==> config.mk <==
export PLATFORM = sky130hd
export DESIGN_NAME = aes_req_scheduler
export DESIGN_NICKNAME = d
export VERILOG_FILES = /design/src/rtl/aes_ctrl_pkg.sv /design/src/rtl/aes_rr_arb2.sv /design/src/rtl/aes_req_scheduler.sv
export SDC_FILE = /design/constraint.sdc
export NUM_CORES = 1
export LEC_CHECK = 0
export CELL_PAD_IN_SITES_DETAIL_PLACEMENT = 1
export CELL_PAD_IN_SITES_GLOBAL_PLACEMENT = 1
export CORE_AREA = 8 8 399 401
export DETAILED_ROUTE_END_ITERATION = 12
export DIE_AREA = 0 0 407 409
export PLACE_DENSITY = 0.45
export SYNTH_ARGS = -nofsm -noshare
export SYNTH_HDL_FRONTEND = slang
export SYNTH_SLANG_ARGS = --single-unit
export TNS_END_PERCENT = 100
==> constraint.sdc <==
create_clock -name clk -period 18.48 [get_ports clk]
set_clock_uncertainty 0.05 [all_clocks]
set_input_delay 3.696 -clock clk [delete_from_list [all_inputs] [get_ports clk]]
set_output_delay 3.696 -clock clk [all_outputs]
set_load 0.1 [all_outputs]
==> src/rtl/aes_ctrl_pkg.sv <==
// Shared types and constants for the AES request scheduler.
package aes_ctrl_pkg;

  typedef enum logic [2:0] {
    ST_IDLE,
    ST_START,
    ST_WAIT,
    ST_CLEAR,
    ST_RESP
  } state_t;

  localparam int TIMEOUT_DEFAULT = 64;
  localparam int ID_W            = 1;

endpackage

==> src/rtl/aes_rr_arb2.sv <==
// Two-way round-robin grant: a lone requester wins, a tie goes to the one not served last.
module aes_rr_arb2
  import aes_ctrl_pkg::*;
(
  input  logic [1:0]      valid,
  input  logic [ID_W-1:0] last_id,
  output logic [1:0]      grant
);

  always_comb begin
    grant = 2'b00;
    case (valid)
      2'b01:   grant = 2'b01;
      2'b10:   grant = 2'b10;
      2'b11:   grant = (last_id != '0) ? 2'b01 : 2'b10;
      default: grant = 2'b00;
    endcase
  end

endmodule

==> src/rtl/aes_req_scheduler.sv <==
// Arbitrates two requesters onto a single AES engine, one block in flight,
// with an engine timeout that turns into an error response.
module aes_req_scheduler
  import aes_ctrl_pkg::*;
#(
  parameter int TIMEOUT = TIMEOUT_DEFAULT,
  parameter int TW      = 8
) (
  input  logic         clk,
  input  logic         rst,
  input  logic         req0_valid,
  output logic         req0_ready,
  input  logic [127:0] req0_plaintext,
  input  logic [127:0] req0_key,
  input  logic         req1_valid,
  output logic         req1_ready,
  input  logic [127:0] req1_plaintext,
  input  logic [127:0] req1_key,
  output logic         rsp_valid,
  input  logic         rsp_ready,
  output logic [127:0] rsp_ciphertext,
  output logic         rsp_id,
  output logic         rsp_error,
  output logic         eng_start,
  output logic [127:0] eng_plaintext,
  output logic [127:0] eng_key,
  input  logic [127:0] eng_ciphertext,
  input  logic         eng_valid,
  output logic         eng_clear
);

  state_t          state, next_state;
  logic [TW-1:0]   timer;
  logic [127:0]    pt_q, key_q, ct_q;
  logic [ID_W-1:0] id_q, last_id;
  logic            err_q;
  logic [1:0]      grant;
  logic            accept;
  logic            timeout_hit;

  aes_rr_arb2 u_arb (
    .valid   ({req1_valid, req0_valid}),
    .last_id (last_id),
    .grant   (grant)
  );

  assign accept      = (state == ST_IDLE) && (grant != 2'b00);
  assign timeout_hit = (timer == TW'(TIMEOUT - 1));

  always_ff @(posedge clk or posedge rst) begin
    if (rst) state <= ST_IDLE;
    else     state <= next_state;
  end

  // Ready is masked by rst so nothing is offered while reset is held.
  always_comb begin
    next_state = state;
    req0_ready = 1'b0;
    req1_ready = 1'b0;
    eng_start  = 1'b0;
    eng_clear  = 1'b0;
    rsp_valid  = 1'b0;
    case (state)
      ST_IDLE: begin
        req0_ready = grant[0] && !rst;
        req1_ready = grant[1] && !rst;
        if (accept) next_state = ST_START;
      end
      ST_START: begin
        eng_start  = 1'b1;
        next_state = ST_WAIT;
      end
      ST_WAIT: begin
        if (eng_valid || timeout_hit) next_state = ST_CLEAR;
      end
      ST_CLEAR: begin
        eng_clear  = 1'b1;
        next_state = ST_RESP;
      end
      ST_RESP: begin
        rsp_valid = 1'b1;
        if (rsp_ready) next_state = ST_IDLE;
      end
      default: next_state = ST_IDLE;
    endcase
  end

  // last_id resets to 1 so requester 0 wins the first tie.
  always_ff @(posedge clk or posedge rst) begin
    if (rst) begin
      pt_q    <= '0;
      key_q   <= '0;
      ct_q    <= '0;
      id_q    <= '0;
      err_q   <= 1'b0;
      timer   <= '0;
      last_id <= ID_W'(1);
    end else begin
      case (state)
        ST_IDLE: begin
          if (accept) begin
            pt_q  <= grant[1] ? req1_plaintext : req0_plaintext;
            key_q <= grant[1] ? req1_key : req0_key;
            id_q  <= ID_W'(grant[1]);
          end
        end
        ST_START: timer <= '0;
        ST_WAIT: begin
          timer <= timer + TW'(1);
          if (eng_valid) begin
            ct_q  <= eng_ciphertext;
            err_q <= 1'b0;
          end else if (timeout_hit) begin
            ct_q  <= '0;
            err_q <= 1'b1;
          end
        end
        ST_RESP: begin
          if (rsp_ready) last_id <= id_q;
        end
        default: ;
      endcase
    end
  end

  assign eng_plaintext  = pt_q;
  assign eng_key        = key_q;
  assign rsp_ciphertext = ct_q;
  assign rsp_id         = id_q[0];
  assign rsp_error      = err_q;

endmodule

## Word level (Yosys, flattened, before mapping)

Index checks and enable logic that the tools add are counted.

| storage, ports and cells | value |
|---|---|
| flip-flop bits (word level) | 398 |
| bits of input ports | 646 |
| output and inout port bits | 391 |
| word-level logic and storage cells | 51 |

| operators by class | value |
|---|---|
| add/sub/neg operators | 1 |
| equal/unequal tests | 11 |
| multiplexer cells | 18 |
| reduce and logical (&&, ||, !) cells | 13 |

Operator list:

| cell | count |
|---|---|
| $mux W128 | 4 |
| $pmux W8 S2 | 1 |
| $pmux W3 S5 | 1 |
| $mux W3 | 3 |
| $add A8 B1 Y8 const B | 1 |
| $eq A8 B6 Y1 const B | 1 |
| $mux W1 | 7 |
| $eq A3 B2 Y1 const B | 2 |
| $ne A2 B2 Y1 const B | 3 |
| $pmux W2 S3 | 1 |
| $reduce_and A2 Y1 | 3 |
| $reduce_bool A2 Y1 | 3 |
| $eq A2 B2 Y1 const B | 2 |
| $eq A3 B1 Y1 const B | 1 |
| $eq A3 B3 Y1 const B | 1 |
| $logic_and A1 B1 Y1 | 3 |
| $logic_not A3 Y1 | 1 |
| $reduce_and A3 Y1 | 1 |
| $eq A2 B1 Y1 const B | 1 |
| $mux W2 | 1 |
| $logic_not A1 Y1 | 1 |
| $logic_or A1 B1 Y1 | 1 |

## Logic depth before layout (Yosys ltp)

Gate-level depths: netlist of run 1.

| logic depth | value |
|---|---|
| word-level depth | 6 |
| depth in mapped cells | 8 |
| mapped depth without buffers | 4 |

## Hierarchy

From an unflattened synthesis of run 1, not the netlist that was laid out.

| unflattened totals | value |
|---|---|
| cells, all modules | 1323 |
| area, all modules | 18834.3 µm² |

Modules (own cells, without submodules):

| module | times used | cells each | area an instance (µm²) | sequential area each (µm²) |
|---|---|---|---|---|
| aes_req_scheduler | 1 | 1320 | 18815.5 | 9960.8 |
| aes_rr_arb2 | 1 | 3 | 18.8 | 0.0 |

## Least setup slack after synthesis of run 1

Ideal clock, no wire load.

| timing path | value |
|---|---|
| kind | input -> output |
| from | input rst |
| to | output req1_ready |
| data arrival time | 13.307 ns |
| data required time | 14.734 ns |
| slack | 1.427 ns |
| stages | 2 |
| path buffers | 0 |
| cells stage by stage | inv_1 and2_1 |

| on the way | value |
|---|---|
| word-level cells in the longest chain between the ends | 3 |

RTL lines:

| item | RTL line | RTL |
|---|---|---|
| start: declaration | aes_req_scheduler.sv:10 | `input logic rst,` |
| $logic_not A1 Y1 (no line) | - |  |
| $logic_and A1 B1 Y1 | aes_req_scheduler.sv:66 | `req1_ready = grant[1] && !rst;` |
| $mux W1 | aes_req_scheduler.sv:63 | `case (state)` |
| end: declaration | aes_req_scheduler.sv:16 | `output logic req1_ready,` |

No other way between the ends.

## Final worst setup path of run 1

| timing path | value |
|---|---|
| from | input req0_valid |
| to | output req0_ready |

| on the way | value |
|---|---|
| word-level cells in the longest chain between the ends | 4 |
| elaborated cells between the ends (all ways) | 6 |
| those cells by class | eq/ne: 3; mux: 2; reduce/logical: 1 |

RTL lines:

| item | RTL line | RTL |
|---|---|---|
| start: declaration | aes_req_scheduler.sv:11 | `input logic req0_valid,` |
| $eq A2 B2 Y1 / $eq A2 B1 Y1 (equally long branches) | aes_rr_arb2.sv:12 | `case (valid)` |
| $pmux W2 S3 (*) | aes_rr_arb2.sv:12 |  |
| $logic_and A1 B1 Y1 (*) | aes_req_scheduler.sv:65 | `req0_ready = grant[0] && !rst;` |
| $mux W1 (*) | aes_req_scheduler.sv:63 |  |
| end: declaration | aes_req_scheduler.sv:12 | `output logic req0_ready,` |

Every way passes the cells marked *; elsewhere a longest branch is shown, timed or not.

==> results of run 1 <==
layout by cell type, fill, tap and decap left out, types with 2 or more instances in the layout:
master	count
o211ai_1	2
clkinv_2	7
diode_2	23
inv_1	4
nor4b_1	32
mux2_2	2
clkbuf_1	17
a221o_1	32
nor3b_1	2
a22oi_1	128
nor3_1	3
bufinv_16	4
buf_4	47
clkbuf_16	56
a31oi_1	2
mux2i_1	227
dfrtp_1	397
a21o_1	3
nand3_1	6
nand2b_1	128
clkbuf_8	17
nand2_1	7
o21ai_0	578
and2_1	2
clkdlybuf4s50_1	1019
cell families (layout without fill, tap and decap cells):
| group | Yosys count | in the layout |
|---|---|---|
| other | 0 | 23 |
| buffers and inverters | 183 | 1177 |
| adders and majority gates | 1 | 1 |
| muxes | 229 | 229 |
| and+or+nand+nor | 193 | 193 |
| AOI/OAI and AO/OA | 750 | 750 |
| DFF | 398 | 398 |
worst reg2reg max path, cell delays in order, from the launching register on:
cell	delay, ns
dfstp_2	0.38
a21boi_4	0.19
buf_4	0.62
buf_4	0.64
buf_12	0.52
buf_4	1.06
mux2i_1	0.37
o21ai_0	0.09
path summary, 6_finish.rpt:
kind	endpoint	startpoint	cells past startpoint	slack (ns)
setup / recovery	req0_ready	req0_valid	5	7.55
hold / removal	eng_key[99]$_DFFE_PP0P_	eng_key[99]$_DFFE_PP0P_	2	0.45
setup reg to reg	eng_key[100]$_DFFE_PP0P_	last_id$_DFFE_PP1P_	7	14.41
hold reg to reg	eng_key[99]$_DFFE_PP0P_	eng_key[99]$_DFFE_PP0P_	2	0.45
max in group asynchronous	eng_key[123]$_DFFE_PP0P_	rst	6	11.72
min in group asynchronous	rsp_ciphertext[57]$_DFFE_PP0P_	rst	2	3.46
Yosys cell counts (2+ instances only):
master,n
a22oi_1,128
nor3b_1,2
and2_1,2
nand2_1,7
clkbuf_1,168
o211ai_1,2
dfrtp_1,397
mux2_2,2
nand2b_1,128
o21ai_0,578
or3b_2,2
a21o_1,3
mux2i_1,227
buf_6,5
nor4b_1,32
a31oi_1,2
nand3_1,6
buf_2,4
a221o_1,32
or3_1,2
inv_1,5
nor3_1,3
sequential cells by signal (all words and copies together), names as in the netlist:
register / count
eng_plaintext: 128
eng_key: 128
timer: 8
rsp_error: 1
state: 3
rsp_id: 1
last_id: 1
rsp_ciphertext: 128
metal layers:
metal	wire length (um)	up-vias	global-route usage, %
met5	196	-	0
met4	3890	30	5.17
met3	11600	169	5.54
met2	61700	678	24.0
met1	47400	9416	16.1
li1	-	8377	-
final cells by class:
type,instances,area (um2),area share (%)
Timing Repair Buffer,1068,10600,32.1
Sequential cell,398,9960,30.2
Multi-Input combinational cell,1173,7900,24.0
Tap cell,2044,2560,7.76
Clock buffer,90,1700,5.15
Clock inverter,14,188,0.569
Antenna cell,23,57.6,0.175
Inverter,5,26.3,0.0797
per-stage QoR:
step | instances | area [um2] | setup slack (ns) | util, %
floorplan | 1754 | 18500 | 1.43 | -
global placement | 4688 | 31000 | 7.51 | 20.3
detailed placement | 4688 | 31000 | 7.54 | 20.3
CTS | 4792 | 32900 | 7.53 | 21.5
global route | 4809 | 33000 | 7.48 | 21.5
finish | 4815 | 33000 | 7.55 | 21.6
==> run_results.csv, run 1 <==
group,metric,value,unit
run_status,status,"complete, no violations",
critical_path,path_cells,"clkdlybuf4s50_1 -> nor2_4 -> or2_4 -> nor3_1 -> clkdlybuf4s50_1",
timing,worst_slew_pin_slew,1.20,ns
cts,clk_path_buf_depth,3,
logic_synthesis,ys_seq_area_share,53.8,%
logic_synthesis,ys_ff_latch,398,
logic_synthesis,synth_edf_count,0,
drt,wl_per_cell,25.9,um
logic_synthesis,avgSynthCellArea,10.6,um2
final_layout,syn_to_final_growth,77.9,%
critical_path,cpMaxStageDelayCell,"clkdlybuf4s50_1",
timing,finalSetupViolCount,0,
hold_path,hp-class,"flip-flop to flip-flop",
run,max_cap_violations,0,
critical_path,path_buf_inv,2,
timing,finalCritPeriodShare,59.1,%
global_routing,grt_usage,14.2,%
timing,hold_ws,0.454,ns
cts,cts.hold.buffers_added,0,
logic_synthesis,synth_top_family_by_area,"compound AO/OA/AOI/OAI gates",
drt,vias_per_cell,3.88,
drt,drtIter0Drc,884,
critical_path,cp_data_arrival_time,7.18,ns
logic_synthesis,yosysUniqueCellTypes,39,
critical_path,crit_required,14.73,ns
global_routing,antenna_found_initial,52,
cts,clk_transition_reported_paths,0.05,ns
placed_design,gp_congestion,0.769,
critical_path,max_stage_delay,1.29,ns
final_layout,drive_gt1_share,5.42,%
critical_path,crit_top_cell,"clkdlybuf4s50_1",
drt,vias,18700,
logic_synthesis,synthFlopType,"dfrtp_1",
logic_synthesis,syn_nets,2401,
timing,slew-limit-headroom,19.4,%
floorplanning,coreArea,153000,um2
logic_synthesis,synthMuxAreaShare,12.4,%
global_routing,overflow,0,
timing,hold_violations,0,
floorplanning,dieArea,166000,um2
critical_path,path_max_fanout,28,
cts,h-tree-depth,2,
placed_design,hpwl,94.7,mm
cts,cts_buffers,56,
logic_synthesis,netlist.area_leader.share,53.6,%
cts,cts_sinks,398,
cts,clock_latency,0.63,ns
floorplanning,rows,144,
global_routing,grt_pass1_wl,170,mm
cts,postCtsSetupBuffers,0,
floorplanning,io_pins,1037,
timing,rsz0062_at_grt,"no",
floorplanning,die_w,407,um
cts,post_cts_resize_count,0,
critical_path,cp-end-kind,"output port",
logic_synthesis,synthSimpleGateAreaFrac,6.87,%
logic_synthesis,synthTopCellsByArea,"dfrtp_1, o21ai_0, mux2i_1, a22oi_1, nand2b_1",
floorplanning,die_h,409,um
global_routing,grt_pass1_vias,20300,
critical_path,crit_family,"buffers and inverters",
drt,wl,125,mm
drt,dr.pass1.iters,5,
logic_synthesis,syn_inst,1754,
critical_path,critPathLaunchType,"input pin",
cts,cts_tree,"yes",
placed_design,port_buffers,1036,
floorplanning,start_util,12.1,%
global_routing,grt_max_degree,93,
drt,drc,0,
critical_path,worst-setup-path-type,"input pin to output port",
logic_synthesis,synthArstFlopShare,100,%
final_layout,fillCellCount,17500,
logic_synthesis,synth_fa_ha_area_share,0.0675,%
timing,clock.fmax,91.5,MHz
drt,antenna_left,0,
logic_synthesis,netlist.top_cell.by_area,"dfrtp_1",
timing,setup_tns,0,ns
timing,drv_slew,0,
logic_synthesis,synth_area,18500,um2
logic_synthesis,yosys.area_share.xor_xnor,0,%
final_layout,fin_nets,3349,
logic_synthesis,synth_compound_area_share,23.0,%
cts,clockRootBuffer,"clkbuf_16",
timing,fin_crit,10.93,ns
logic_synthesis,ys.warnings.count,0,
Power of run 1 is left out: the tool's default activity adds up to more than one toggle a clock period on the data nets, which glitch-free logic cannot reach.
==> run 2: changes to the inputs <==
--- a/config.mk
+++ b/config.mk
@@ -7,10 +7,10 @@
 export LEC_CHECK = 0
 export CELL_PAD_IN_SITES_DETAIL_PLACEMENT = 1
 export CELL_PAD_IN_SITES_GLOBAL_PLACEMENT = 1
-export CORE_AREA = 8 8 399 401
+export CORE_AREA = 8 8 402 404
 export DETAILED_ROUTE_END_ITERATION = 12
-export DIE_AREA = 0 0 407 409
-export PLACE_DENSITY = 0.45
+export DIE_AREA = 0 0 410 412
+export PLACE_DENSITY = 0.46
 export SYNTH_ARGS = -nofsm -noshare
 export SYNTH_HDL_FRONTEND = slang
 export SYNTH_SLANG_ARGS = --single-unit
==> constraint.sdc (replaced) <==
create_clock -name clk -period 9.38 [get_ports clk]
set_clock_uncertainty 0.05 [all_clocks]
set_input_delay 1.876 -clock clk [delete_from_list [all_inputs] [get_ports clk]]
set_output_delay 1.876 -clock clk [all_outputs]
set_load 0.1 [all_outputs]
==> run 2 against run 1 <==
Via count is 0.38% lower. Cell area is 0.27% lower. Non-clock buffer count is 3 lower. Sequential share of layout area is 0.081 points higher. Routed wire length is 0.73% higher. Worst hold slack worse by 0.0015 ns. Setup slack worse by 5.0 ns. Die area is 1.5% higher. Count of clock-buffer cells in the layout is 3 lower. Global-route usage is 0.18 points lower. Cell count hardly changed. First-iteration DRC count is 2.3% higher. Critical path type unchanged.
==> run_results.csv, run 2 (synthesized netlist as in run 1, its figures left out) <==
group,metric,value,unit
placed_design,hpwl,94.6,mm
timing,clock.fmax,146,MHz
cts,post_cts_resize_count,0,
timing,rsz0062_at_grt,"no",
final_layout,final_cell_mix,"clkdlybuf4s50_1, o21ai_0, dfrtp_1",
drt,drtIter0Drc,904,
drt,vias,18600,
timing,fin_crit,6.84,ns
drt,wl,126,mm
drt,antenna_left,0,
drt,vias_per_cell,3.86,
cts,clock_latency,0.64,ns
floorplanning,io_pins,1037,
critical_path,cp-end-kind,"output port",
final_layout,finish.utilization,21.2,%
placed_design,postPlaceCellArea,31000,um2
floorplanning,coreArea,155000,um2
drt,drc,0,
critical_path,critPathLaunchType,"input pin",
drt,dr.pass1.iters,5,
timing,hold_ws,0.452,ns
cts,cts_buffers,57,
global_routing,grt_pass1_wl,170,mm
cts,clockRootBuffer,"clkbuf_16",
cts,clk_path_buf_depth,3,
global_routing,grt_pass1_vias,20100,
hold_path,hp-class,"flip-flop to flip-flop",
cts,postCtsSetupBuffers,0,
floorplanning,rows,145,
placed_design,gp_congestion,0.774,
cts,cts.hold.buffers_added,0,
critical_path,path_max_fanout,50,
timing,finalSetupViolCount,0,
cts,clk_transition_reported_paths,0.05,ns
placed_design,port_buffers,1036,
global_routing,grt_max_degree,132,
timing,hold_violations,0,
cts,cts_sinks,398,
final_layout,layout_commonest_cell,"clkdlybuf4s50_1",
timing,worst_slew_pin_slew,1.18,ns
final_layout,fin_nets,3347,
global_routing,overflow,0,
drt,wl_per_cell,26.1,um
critical_path,reg2reg_slack,5.35,ns
floorplanning,die_h,412,um
global_routing,antenna_found_initial,64,
timing,slew-limit-headroom,20.8,%
global_routing,grt_usage,14.0,%
critical_path,cp_data_arrival_time,4.92,ns
floorplanning,dieArea,169000,um2
final_layout,syn_to_final_growth,77.4,%
floorplanning,die_w,410,um
cts,cts_tree,"yes",
final_layout,design_area,32900,um2
floorplanning,start_util,11.9,%
run,max_cap_violations,0,
critical_path,worst-setup-path-type,"input pin to output port",
timing,drv_slew,0,
run_status,status,"complete, no violations",
timing,finalCritPeriodShare,73.0,%
critical_path,crit_required,7.45,ns
cts,h-tree-depth,2,
final_layout,drive_gt1_share,5.07,%
[run 2: worst max-delay path, cell delays in order]
cell             delay (ns)
clkdlybuf4s50_1        0.79
nor2_4                 0.10
or2_4                  0.45
nor3_1                 0.34
clkdlybuf4s50_1        1.26
[run 2: layer usage]
layer  track usage [%]  vias to the layer above  wire length (um)
li1                  -                     8347                 -
met1              15.8                     9282             48000
met2              24.0                      702             62100
met3              5.31                      218             10600
met4              5.30                       50              4670
met5                 0                        -               301
[run 2: per-stage QoR]
stage	setup WS [ns]	setup TNS (ns)	cells
3_5_place_dp	2.52	0	4699
3_3_place_gp	2.48	0	4699
6_report	2.54	0	4818
2_1_floorplan	-1.31	-1.31	1754
5_1_grt	2.42	0	4813
4_1_cts	2.50	0	4801
[run 2: area by class of cell]
class,count,area [um2]
Multi-Input combinational cell,1173,7900
Sequential cell,398,9960
Clock inverter,15,131
Timing Repair Buffer,1065,10600
Clock buffer,87,1670
Fill cell,17800,122000
Tap cell,2058,2570
Inverter,5,22.5
Antenna cell,17,42.5
[run 2: worst paths after layout]
kind                                          from                              end  cells past startpoint
setup reg to reg              state[0]$_DFFE_PP0P_    eng_plaintext[52]$_DFFE_PP0P_                      5
hold / removal             eng_key[33]$_DFFE_PP0P_          eng_key[33]$_DFFE_PP0P_                      2
max in group asynchronous                      rst  rsp_ciphertext[119]$_DFFE_PP0P_                      4
setup / recovery                        req0_valid                       req0_ready                      5
min in group asynchronous                      rst   eng_plaintext[124]$_DFFE_PP0P_                      2
hold reg to reg            eng_key[33]$_DFFE_PP0P_          eng_key[33]$_DFFE_PP0P_                      2
Power of run 2 is left out for the same reason.
